`src/rtl/video_mode_detect.sv`:
```
// Video timing measurement: per-line and per-frame pixel/line counts, lock after
// STABLE_FRAMES matching frames, interlace detection and a no-VSync watchdog.
module video_mode_detect #(
  parameter int CNT_W         = 12,
  parameter int STABLE_FRAMES = 2,
  parameter int TIMEOUT_W     = 24
) (
  input  logic             CLK_VIDEO,
  input  logic             reset_n,
  input  logic             CE_PIXEL,
  input  logic             VGA_HS,
  input  logic             VGA_VS,
  input  logic             VGA_DE,
  output logic [CNT_W-1:0] h_total,
  output logic [CNT_W-1:0] h_active,
  output logic [CNT_W-1:0] v_total,
  output logic [CNT_W-1:0] v_active,
  output logic             interlaced,
  output logic             mode_valid,
  output logic             mode_change
);

  localparam int MCW = $clog2(STABLE_FRAMES + 1) + 1;
  localparam logic [CNT_W-1:0]     CNT_ZERO = {CNT_W{1'b0}};
  localparam logic [CNT_W-1:0]     CNT_ONE  = {{(CNT_W-1){1'b0}}, 1'b1};
  localparam logic [TIMEOUT_W-1:0] WD_ONE   = {{(TIMEOUT_W-1){1'b0}}, 1'b1};
  localparam logic [MCW-1:0]       MC_ONE   = {{(MCW-1){1'b0}}, 1'b1};
  localparam logic [MCW-1:0]       MC_LOCK  = MCW'(STABLE_FRAMES);

  typedef enum logic [1:0] {
    ST_UNLOCKED = 2'd0,
    ST_PRIME    = 2'd1,
    ST_CHECK    = 2'd2,
    ST_LOCKED   = 2'd3
  } state_t;

  function automatic logic [CNT_W-1:0] sat_inc(input logic [CNT_W-1:0] v);
    return (&v) ? v : v + CNT_ONE;
  endfunction

  logic             hs_hold_r, vs_hold_r;
  logic             hs_rise_s, vs_rise_s, timeout_s;
  logic [CNT_W-1:0] hcnt_r, decnt_r, vcnt_r, vact_r, line_tot_r, frame_hact_r;
  logic [TIMEOUT_W-1:0] wd_r;
  logic [CNT_W-1:0] cand_htot_s, cand_hact_s, cand_vtot_s, cand_vact_s;
  logic [CNT_W-1:0] p_htot_r, p_hact_r, p_vtot_r, p_vact_r;
  logic [CNT_W-1:0] vdiff_s, vmin_s;
  logic             match_s, chg_lock_s, chg_prime_s;
  state_t           state_r;
  logic [MCW-1:0]   match_cnt_r, mc_inc_s;

  // Edge detection, candidate (post-HS-rise) values and the match rule
  always_comb begin
    hs_rise_s = CE_PIXEL & VGA_HS & ~hs_hold_r;
    vs_rise_s = CE_PIXEL & VGA_VS & ~vs_hold_r;
    timeout_s = (&wd_r) & ~vs_rise_s;
    if (hs_rise_s) begin
      cand_htot_s = hcnt_r;
      cand_vtot_s = sat_inc(vcnt_r);
      if (decnt_r != CNT_ZERO) begin
        cand_hact_s = decnt_r;
        cand_vact_s = sat_inc(vact_r);
      end else begin
        cand_hact_s = frame_hact_r;
        cand_vact_s = vact_r;
      end
    end else begin
      cand_htot_s = line_tot_r;
      cand_vtot_s = vcnt_r;
      cand_hact_s = frame_hact_r;
      cand_vact_s = vact_r;
    end
    if (cand_vtot_s >= p_vtot_r) begin
      vdiff_s = cand_vtot_s - p_vtot_r;
      vmin_s  = p_vtot_r;
    end else begin
      vdiff_s = p_vtot_r - cand_vtot_s;
      vmin_s  = cand_vtot_s;
    end
    match_s = (cand_htot_s == p_htot_r) && (cand_hact_s == p_hact_r) &&
              (cand_vact_s == p_vact_r) && (vdiff_s <= CNT_ONE);
    chg_lock_s  = {cand_htot_s, cand_hact_s, vmin_s, cand_vact_s} !=
                  {h_total, h_active, v_total, v_active};
    chg_prime_s = {cand_htot_s, cand_hact_s, cand_vtot_s, cand_vact_s} !=
                  {h_total, h_active, v_total, v_active};
    mc_inc_s = match_cnt_r + MC_ONE;
  end

  // Sync levels as seen on the last pixel-enable cycle
  always_ff @(posedge CLK_VIDEO or negedge reset_n) begin
    if (!reset_n) begin
      hs_hold_r <= 1'b0;
      vs_hold_r <= 1'b0;
    end else if (CE_PIXEL) begin
      hs_hold_r <= VGA_HS;
      vs_hold_r <= VGA_VS;
    end else begin
      hs_hold_r <= hs_hold_r;
      vs_hold_r <= vs_hold_r;
    end
  end

  // Line/frame counters and the no-VSync watchdog
  always_ff @(posedge CLK_VIDEO or negedge reset_n) begin
    if (!reset_n) begin
      hcnt_r       <= CNT_ZERO;
      decnt_r      <= CNT_ZERO;
      vcnt_r       <= CNT_ZERO;
      vact_r       <= CNT_ZERO;
      line_tot_r   <= CNT_ZERO;
      frame_hact_r <= CNT_ZERO;
      wd_r         <= {TIMEOUT_W{1'b0}};
    end else if (timeout_s) begin
      hcnt_r       <= CNT_ZERO;
      decnt_r      <= CNT_ZERO;
      vcnt_r       <= CNT_ZERO;
      vact_r       <= CNT_ZERO;
      line_tot_r   <= CNT_ZERO;
      frame_hact_r <= CNT_ZERO;
      wd_r         <= {TIMEOUT_W{1'b0}};
    end else begin
      wd_r <= vs_rise_s ? {TIMEOUT_W{1'b0}} : wd_r + WD_ONE;
      if (CE_PIXEL) begin
        line_tot_r <= cand_htot_s;
        if (hs_rise_s) begin
          hcnt_r  <= CNT_ONE;
          decnt_r <= VGA_DE ? CNT_ONE : CNT_ZERO;
        end else begin
          hcnt_r  <= sat_inc(hcnt_r);
          decnt_r <= VGA_DE ? sat_inc(decnt_r) : decnt_r;
        end
        // The coincident HS rise is already folded into the candidate before clearing
        if (vs_rise_s) begin
          vcnt_r       <= CNT_ZERO;
          vact_r       <= CNT_ZERO;
          frame_hact_r <= CNT_ZERO;
        end else begin
          vcnt_r       <= cand_vtot_s;
          vact_r       <= cand_vact_s;
          frame_hact_r <= cand_hact_s;
        end
      end
    end
  end

  // Lock FSM with registered published outputs
  always_ff @(posedge CLK_VIDEO or negedge reset_n) begin
    if (!reset_n) begin
      state_r     <= ST_UNLOCKED;
      match_cnt_r <= {MCW{1'b0}};
      p_htot_r    <= CNT_ZERO;
      p_hact_r    <= CNT_ZERO;
      p_vtot_r    <= CNT_ZERO;
      p_vact_r    <= CNT_ZERO;
      h_total     <= CNT_ZERO;
      h_active    <= CNT_ZERO;
      v_total     <= CNT_ZERO;
      v_active    <= CNT_ZERO;
      interlaced  <= 1'b0;
      mode_valid  <= 1'b0;
      mode_change <= 1'b0;
    end else begin
      mode_change <= 1'b0;
      if (timeout_s) begin
        state_r     <= ST_UNLOCKED;
        match_cnt_r <= {MCW{1'b0}};
        mode_valid  <= 1'b0;
      end else if (vs_rise_s) begin
        if (state_r != ST_UNLOCKED) begin
          p_htot_r <= cand_htot_s;
          p_hact_r <= cand_hact_s;
          p_vtot_r <= cand_vtot_s;
          p_vact_r <= cand_vact_s;
        end
        case (state_r)
          // First candidate after reset/timeout covers a partial frame
          ST_UNLOCKED: state_r <= ST_PRIME;
          ST_PRIME: begin
            match_cnt_r <= MC_ONE;
            if (STABLE_FRAMES <= 1) begin
              h_total     <= cand_htot_s;
              h_active    <= cand_hact_s;
              v_total     <= cand_vtot_s;
              v_active    <= cand_vact_s;
              interlaced  <= 1'b0;
              mode_valid  <= 1'b1;
              mode_change <= chg_prime_s;
              state_r     <= ST_LOCKED;
            end else begin
              state_r <= ST_CHECK;
            end
          end
          ST_CHECK: begin
            if (match_s && (mc_inc_s >= MC_LOCK)) begin
              match_cnt_r <= mc_inc_s;
              h_total     <= cand_htot_s;
              h_active    <= cand_hact_s;
              v_total     <= vmin_s;
              v_active    <= cand_vact_s;
              interlaced  <= (vdiff_s != CNT_ZERO);
              mode_valid  <= 1'b1;
              mode_change <= chg_lock_s;
              state_r     <= ST_LOCKED;
            end else if (match_s) begin
              match_cnt_r <= mc_inc_s;
            end else begin
              match_cnt_r <= MC_ONE;
            end
          end
          ST_LOCKED: begin
            if (match_s) begin
              v_total    <= vmin_s;
              interlaced <= (vdiff_s != CNT_ZERO);
            end else begin
              mode_valid  <= 1'b0;
              match_cnt_r <= MC_ONE;
              state_r     <= ST_CHECK;
            end
          end
          default: state_r <= ST_UNLOCKED;
        endcase
      end else begin
        state_r <= state_r;
      end
    end
  end

endmodule

```
`config.mk`:
```
export PLATFORM = sky130hd
export DESIGN_NAME = video_mode_detect
export DESIGN_NICKNAME = d
export VERILOG_FILES = /design/src/rtl/video_mode_detect.sv
export SDC_FILE = /design/constraint.sdc
export NUM_CORES = 1
export LEC_CHECK = 0
export CAP_MARGIN = 30
export CORE_MARGIN = 4
export CORE_UTILIZATION = 45
export DETAILED_ROUTE_END_ITERATION = 12
export PLACE_DENSITY = 0.76
export SLEW_MARGIN = 20
export SYNTH_ARGS = -nofsm -noshare
export SYNTH_HDL_FRONTEND = slang
export SYNTH_SLANG_ARGS = --single-unit
```
`constraint.sdc`:
```
create_clock -name CLK_VIDEO -period 4.5 [get_ports CLK_VIDEO]
set_clock_uncertainty 0.2 [all_clocks]
set_input_delay 0.675 -clock CLK_VIDEO [delete_from_list [all_inputs] [get_ports CLK_VIDEO]]
set_output_delay 0.675 -clock CLK_VIDEO [all_outputs]
set_load 0.005 [all_outputs]
```
# Yosys cells after proc, flatten, opt, wreduce, memory -nomap -nowiden
# Index checks and enable logic that the tools add are counted.
[word_totals] ff_bits=202
[classes] mux=59 eq_ne=13 magnitude_cmp=3 reduce_logical=27 add_sub_neg=8 bitwise=9
[op_table] op="2-to-1 mux 12 bit" count=32
[op_table] op="adder 12 x 1 -> 12 bit, second input constant" count=4
[op_table] op="2-to-1 mux 24 bit" count=2
[op_table] op="inequality test 48 bit" count=1
[op_table] op="AND reduction 12 bit" count=4
[op_table] op="equality test 12 bit" count=3
[op_table] op="adder 24 x 1 -> 24 bit, second input constant" count=1
[op_table] op="case mux 12 bit (2 select lines)" count=1
[op_table] op="AND reduction 24 bit" count=1
[op_table] op="nonzero test 12 bit" count=2
[op_table] op="subtractor 12 bit" count=2
[op_table] op="2-to-1 mux 3 bit" count=5
[op_table] op=">= comparator 12 bit" count=1
[op_table] op="<= comparator 12 x 1 -> 1 bit, second input constant" count=1
[op_table] op="inequality test 3 bit, second input constant" count=4
[op_table] op="AND reduction 3 bit" count=4
[op_table] op="2-to-1 mux 1 bit" count=11
[op_table] op="case mux 3 bit (3 select lines)" count=1
[op_table] op="2-to-1 mux 2 bit" count=4
[op_table] op="case mux 2 bit (4 select lines)" count=1
[op_table] op="AND reduction 4 bit" count=2
[op_table] op="nonzero test 2 bit" count=4
[op_table] op="nonzero test 3 bit" count=2
[op_table] op="bitwise AND 1 bit" count=5
[op_table] op="12 further kinds" count=21

# Logic depth before layout (Yosys ltp)
[logic_depth] depth_word=12 ltp_mapped=24 ltp_nobuf=20

# Worst setup path before layout
# OpenSTA, ideal clock, no wires.
[synth_timing] kind="in2reg" startpoint="input CE_PIXEL" endpoint="register v_total[10]" required_time_ns=4.175 path_buffers=6 stages=23 slack_ns=-0.942 arrival_time_ns=5.116 cell_sequence="buf_2 -> and3b_1 -> clkbuf_2 -> buf_4 -> buf_2 -> nand4_1 -> o21bai_1 -> nor2_1 -> xnor2_1 -> inv_1 -> ha_1 -> clkbuf_1 -> a21oi_1 -> a21oi_1 -> or3_1 -> o32a_1 -> o2bb2ai_1 -> xnor2_1 -> nand4_1 -> nor3_2 -> nand4_4 -> buf_6 -> mux2_4"
[synth_via] elab_chain_cells=10 elab_cells_between_ends=30 classes_between="add/sub (2); order compare (2); eq/ne (5); mux (9); bitwise (7); reduce/logical (5)"
[synth_rtl] element="from (decl)" line="10" text="input logic CE_PIXEL,"
[synth_rtl] element="bitwise AND 1 bit (*) (2 in series)" line="54" text="hs_rise_s = CE_PIXEL & VGA_HS & ~hs_hold_r;"
[synth_rtl] element="2-to-1 mux 12 bit (*)" line="57" text="if (hs_rise_s) begin"
[synth_rtl] element="named net cand_vtot_s[5]" line="45" text="logic [CNT_W-1:0] cand_htot_s, cand_hact_s, cand_vtot_s, cand_vact_s;"
[synth_rtl] element="subtractor 12 bit, or another cell as far along" line="77" text="vdiff_s = p_vtot_r - cand_vtot_s;"
[synth_rtl] element="2-to-1 mux 12 bit" line="73" text="if (cand_vtot_s >= p_vtot_r) begin"
[synth_rtl] element="<= comparator 12 x 1 -> 1 bit" line="81" text="(cand_vact_s == p_vact_r) && (vdiff_s <= CNT_ONE);"
[synth_rtl] element="logical AND 1 bit" line="81"
[synth_rtl] element="logical AND 1 bit" line="194" text="if (match_s && (mc_inc_s >= MC_LOCK)) begin"
[synth_rtl] element="inequality test 2 bit (no source line)"
[synth_rtl] element="AND reduction 5 bit (no source line)"
[synth_rtl] element="to (signal assigned)" line="183" text="v_total <= cand_vtot_s;"
[synth_rtl] element="to (signal assigned)" line="198" text="v_total <= vmin_s;"
[synth_rtl] element="to (signal assigned)" line="212" text="v_total <= vmin_s;"
[synth_rtl] element="to (decl)" line="16" text="output logic [CNT_W-1:0] v_total,"
# The timed path passes the listed nets; every way through them passes the cells marked *. The select of a mux whose other input is x is not followed.
# A chain may end at the register's enable or synchronous reset.

# Worst setup path in the final report
[layout_timing] startpoint="register vcnt_r[1]" endpoint="register v_total[7]"
[layout_via] elab_chain_cells=10 elab_cells_between_ends=18 classes_between="add/sub (3); order compare (2); eq/ne (2); mux (7); reduce/logical (4)"
[layout_rtl] element="from (decl)" line="43" text="logic [CNT_W-1:0] hcnt_r, decnt_r, vcnt_r, vact_r, line_tot_r, frame_hact_r;"
[layout_rtl] element="from (signal assigned)" line="138" text="vcnt_r <= cand_vtot_s;"
[layout_rtl] element="AND reduction 12 bit (*)" line="38" text="return (&v) ? v : v + CNT_ONE;"
[layout_rtl] element="2-to-1 mux 12 bit (*)" line="38"
[layout_rtl] element="2-to-1 mux 12 bit (*)" line="57"
[layout_rtl] element="named net cand_vtot_s[0]" line="45"
[layout_rtl] element="subtractor 12 bit, or another cell as far along" line="77"
[layout_rtl] element="2-to-1 mux 12 bit" line="73"
[layout_rtl] element="<= comparator 12 x 1 -> 1 bit" line="81"
[layout_rtl] element="logical AND 1 bit" line="81"
[layout_rtl] element="logical AND 1 bit" line="194"
[layout_rtl] element="inequality test 2 bit (no source line)"
[layout_rtl] element="AND reduction 5 bit (no source line)"
# Marked as above.

==> results.toml <==
[run_status]
outcome = "finished with violations"
violations = "negative setup slack"

[logic_synthesis]
synth_top_cell_by_area = "dfrtp_1"
synth_nets = 1318
netlist_area_um2 = 11800
synth_flop_cell = "dfrtp_1"
synthArstFlopShare_pct = 100.0
ys_top_cells_by_area = "dfrtp_1 43%, xnor2_1 6.5%, o21ai_0 4.5%, nand2_1 4.5%, mux2i_1 4.3%"
synth_edf_count = 0
synth.avg_cell_area_um2 = 9.235
ys_seq_area_share_pct = 42.83
synth_top_area_share_pct = 42.83
ys_ff_latch = 202
yosys.cell_count.top_type = "dfrtp_1"
ys_top_cells_by_count = "202 x dfrtp_1, 142 x nand2_1, 115 x nor2_1"
synth.distinct_cells = 82
synthCells = 1278
yosys_warnings = 0

[power_and_ir_drop]
sequentialPowerShare_pct = 35.3
powerDensity_nw_per_um2 = 406.6
netSwitchingFraction_pct = 31.98
p_leak_nw = 7.327
internal_power_mw = 4.279
clockPowerShare_pct = 35.0
p_comb_share_pct = 29.8
power_switching_mw = 2.012
finalPower_mw = 6.291
ir_drop_v = 0.0002948

[floorplanning]
pin_count = 57
die_w_um = 170.0
start_util_pct = 45.55
row_count = 59
die_h_um = 170.0
die_area_um2 = 28880
design.core.area_um2 = 25910

[sta]
whs_ns = 0.04304
setup_viol = 55
setup_slack_ns = -0.2927
period_share_pct = 106.5
hold_viol_final = 0
worst-slew-pin-transition_ns = 0.9374
max_freq_ghz = 0.2087
drv_slew = 0
finalSetupTns_ns = -11.24
rsz0062_at_grt = "yes"
relSlewSlack_pct = 37.09
post-route-min-period_ns = 4.793

[clock_network]
insertion_delay_ns = 0.53
cts_tree = "built"
numCtsBuffers = 24
holdBufCountCts = 0
cts_sinks = 202
cts-root-buf = "clkbuf_16"
h-tree-depth = 1
clk_pin_slew_ns = 0.06
clock_path_buffers = 3

[global_route]
grt_max_degree = 96
overflow = 0
antenna_found_initial = 0
grt_util_all_layers_pct = 23.09
grt_pass1_wl_mm = 54.38
grt_pass1_vias = 10270

[setup_path]
cp.arrival_ns = 4.99
endpoint_kind = "register"
critPathMaxFanout = 7
worstSetupPathType = "register to register"
start_kind = "register"
required_ns = 4.70

[place]
io_buffer_count = 56
post-place-ws_ns = -1.005
gp_congestion = 0.9816
hpwl_mm = 24.13

[job]
drv_cap = 0

[detailed_routing]
dr.pass1.iters = 8
ant_nets = 0
via_count = 10480
avgRoutedWirePerCell_um = 18.65
first_iter_violations = 885
routed_wl_mm = 34.62
viasPerCell = 5.646
drc = 0

[final_layout]
largest_reg_flops = 24
diodes = 0
final_util_pct = 59.70
largest_register = "wd_r"
final_layout_size_suffix_gt1_share_pct = 22.09
nNetsFinal = 1543
areaGrowthSynthToFinish_pct = 31.07

[worst_hold_path]
min_path_type = "input pin to async pin"
-- per-stage QoR --
stage | area, um^2 | cells
2_1_floorplan | 11900 | 1278
3_3_place_gp | 13870 | 1783
3_5_place_dp | 13870 | 1783
4_1_cts | 15150 | 1846
5_1_grt | 15470 | 1856
6_report | 15470 | 1856
-- worst paths after layout --
check	startpoint	to	slack, ns	cells after the start
setup reg to reg	vcnt_r[1]$_DFFE_PN0P_	v_total[7]$_DFFE_PN0P_	-0.29	24
setup / recovery	vcnt_r[1]$_DFFE_PN0P_	v_total[7]$_DFFE_PN0P_	-0.29	24
hold reg to reg	frame_hact_r[2]$_DFFE_PN0P_	frame_hact_r[2]$_DFFE_PN0P_	0.30	2
max in group asynchronous	reset_n	p_vtot_r[11]$_DFFE_PN0P_	2.98	2
min in group CLK_VIDEO	frame_hact_r[2]$_DFFE_PN0P_	frame_hact_r[2]$_DFFE_PN0P_	0.30	2
hold / removal	reset_n	h_active[9]$_DFFE_PN0P_	0.04	1
-- critical path: stages (launching register included) --
cell and delay [ns]:
dfrtp_1 0.40, ha_2 0.22, nand2_2 0.06, or3_4 0.39, nor2_4 0.18, nor2_4 0.08
xnor2_4 0.22, inv_2 0.09, buf_4 0.14, buf_4 0.13, buf_4 0.12, buf_4 0.12
buf_4 0.13, buf_4 0.13, buf_4 0.12, buf_4 0.12, ha_1 0.28, inv_1 0.06
a31oi_1 0.10, nor4_1 0.20, nand4_1 0.18, nor3_4 0.31, nand4_4 0.19, buf_12 0.20
mux2_4 0.29
-- kinds of logic (layout without fill, tap and decap cells) --
kind of cell	Yosys count	count (layout)	share of synthesized area [%]
and+or+nand+nor	431	431	17.91
AOI/OAI and AO/OA	259	259	13.80
DFF	202	202	42.83
buffers and inverters	149	392	5.353
xor gates and xnor gates	129	129	9.573
muxes	74	74	6.806
adders and majority gates	34	34	3.732
-- area by class of cell --
class | count | area (um^2)
inverter | 99 | 371.6
fill | 2093 | 10440
clock buffer | 29 | 649.4
timing repair buffer | 249 | 2167
clock inverter | 15 | 257.7
multi-input combinational | 927 | 6550
sequential | 202 | 5055
tap | 335 | 419.2
-- cells in the final DEF, fill, tap and decap left out, types with 5 or more instances in the layout --
| cell | synthesis | final |
|---|---|---|
| a211oi_1 | 8 | 8 |
| a21oi_1 | 47 | 40 |
| a22o_1 | 8 | 8 |
| a22oi_1 | 8 | 8 |
| a31oi_1 | 13 | 13 |
| and2_1 | 10 | 10 |
| and3_1 | 22 | 21 |
| and4_1 | 7 | 7 |
| buf_12 | 0 | 6 |
| buf_4 | 1 | 177 |
| buf_6 | 6 | 7 |
| bufinv_16 | 0 | 6 |
| clkbuf_16 | 0 | 26 |
| clkdlybuf4s50_1 | 0 | 53 |
| dfrtp_1 | 202 | 202 |
| ha_1 | 32 | 22 |
| ha_4 | 0 | 7 |
| inv_1 | 99 | 95 |
| mux2_2 | 9 | 9 |
| mux2_4 | 9 | 14 |
| mux2i_1 | 51 | 49 |
| nand2_1 | 142 | 140 |
| nand2b_1 | 7 | 7 |
| nand3_1 | 41 | 36 |
| nand4_1 | 28 | 28 |
| nor2_1 | 115 | 109 |
| nor2b_1 | 7 | 7 |
| nor3_1 | 11 | 10 |
| nor4_1 | 13 | 12 |
| o21ai_0 | 107 | 101 |
| o21ai_1 | 2 | 5 |
| o22ai_1 | 7 | 7 |
| or3_1 | 8 | 7 |
| xnor2_1 | 87 | 83 |
| xor2_1 | 42 | 41 |
-- power by group through the flow --
stage                     clock, mW  sequential, mW  combinational [mW]
after detailed placement          0            2.24                1.60
after global placement            0            2.23                1.57
after CTS                      2.22            2.21                1.72
after global routing           2.30            2.25                2.05
final                          2.20            2.22                1.87
after floorplan                   0            2.16                1.03
-- layer usage --
layer | vias to the layer above | routed length [um] | global-route usage, % | share of wire, %
met5 | - | 0 | 0 | 0
met4 | 0 | 1423 | 8.264 | 4.1
met3 | 77 | 1686 | 2.927 | 4.9
met2 | 311 | 16240 | 37.48 | 47
met1 | 5203 | 15270 | 32.05 | 44
li1 | 4888 | - | - | -
-- what timing repair did --
action,4_1_cts,5_1_grt
pin swaps,19,23
setup endpoints to repair,55,55
buffers inserted,17,9
cloned,2,1
resized for setup,42,52
Power figures use the tool's default switching activity.
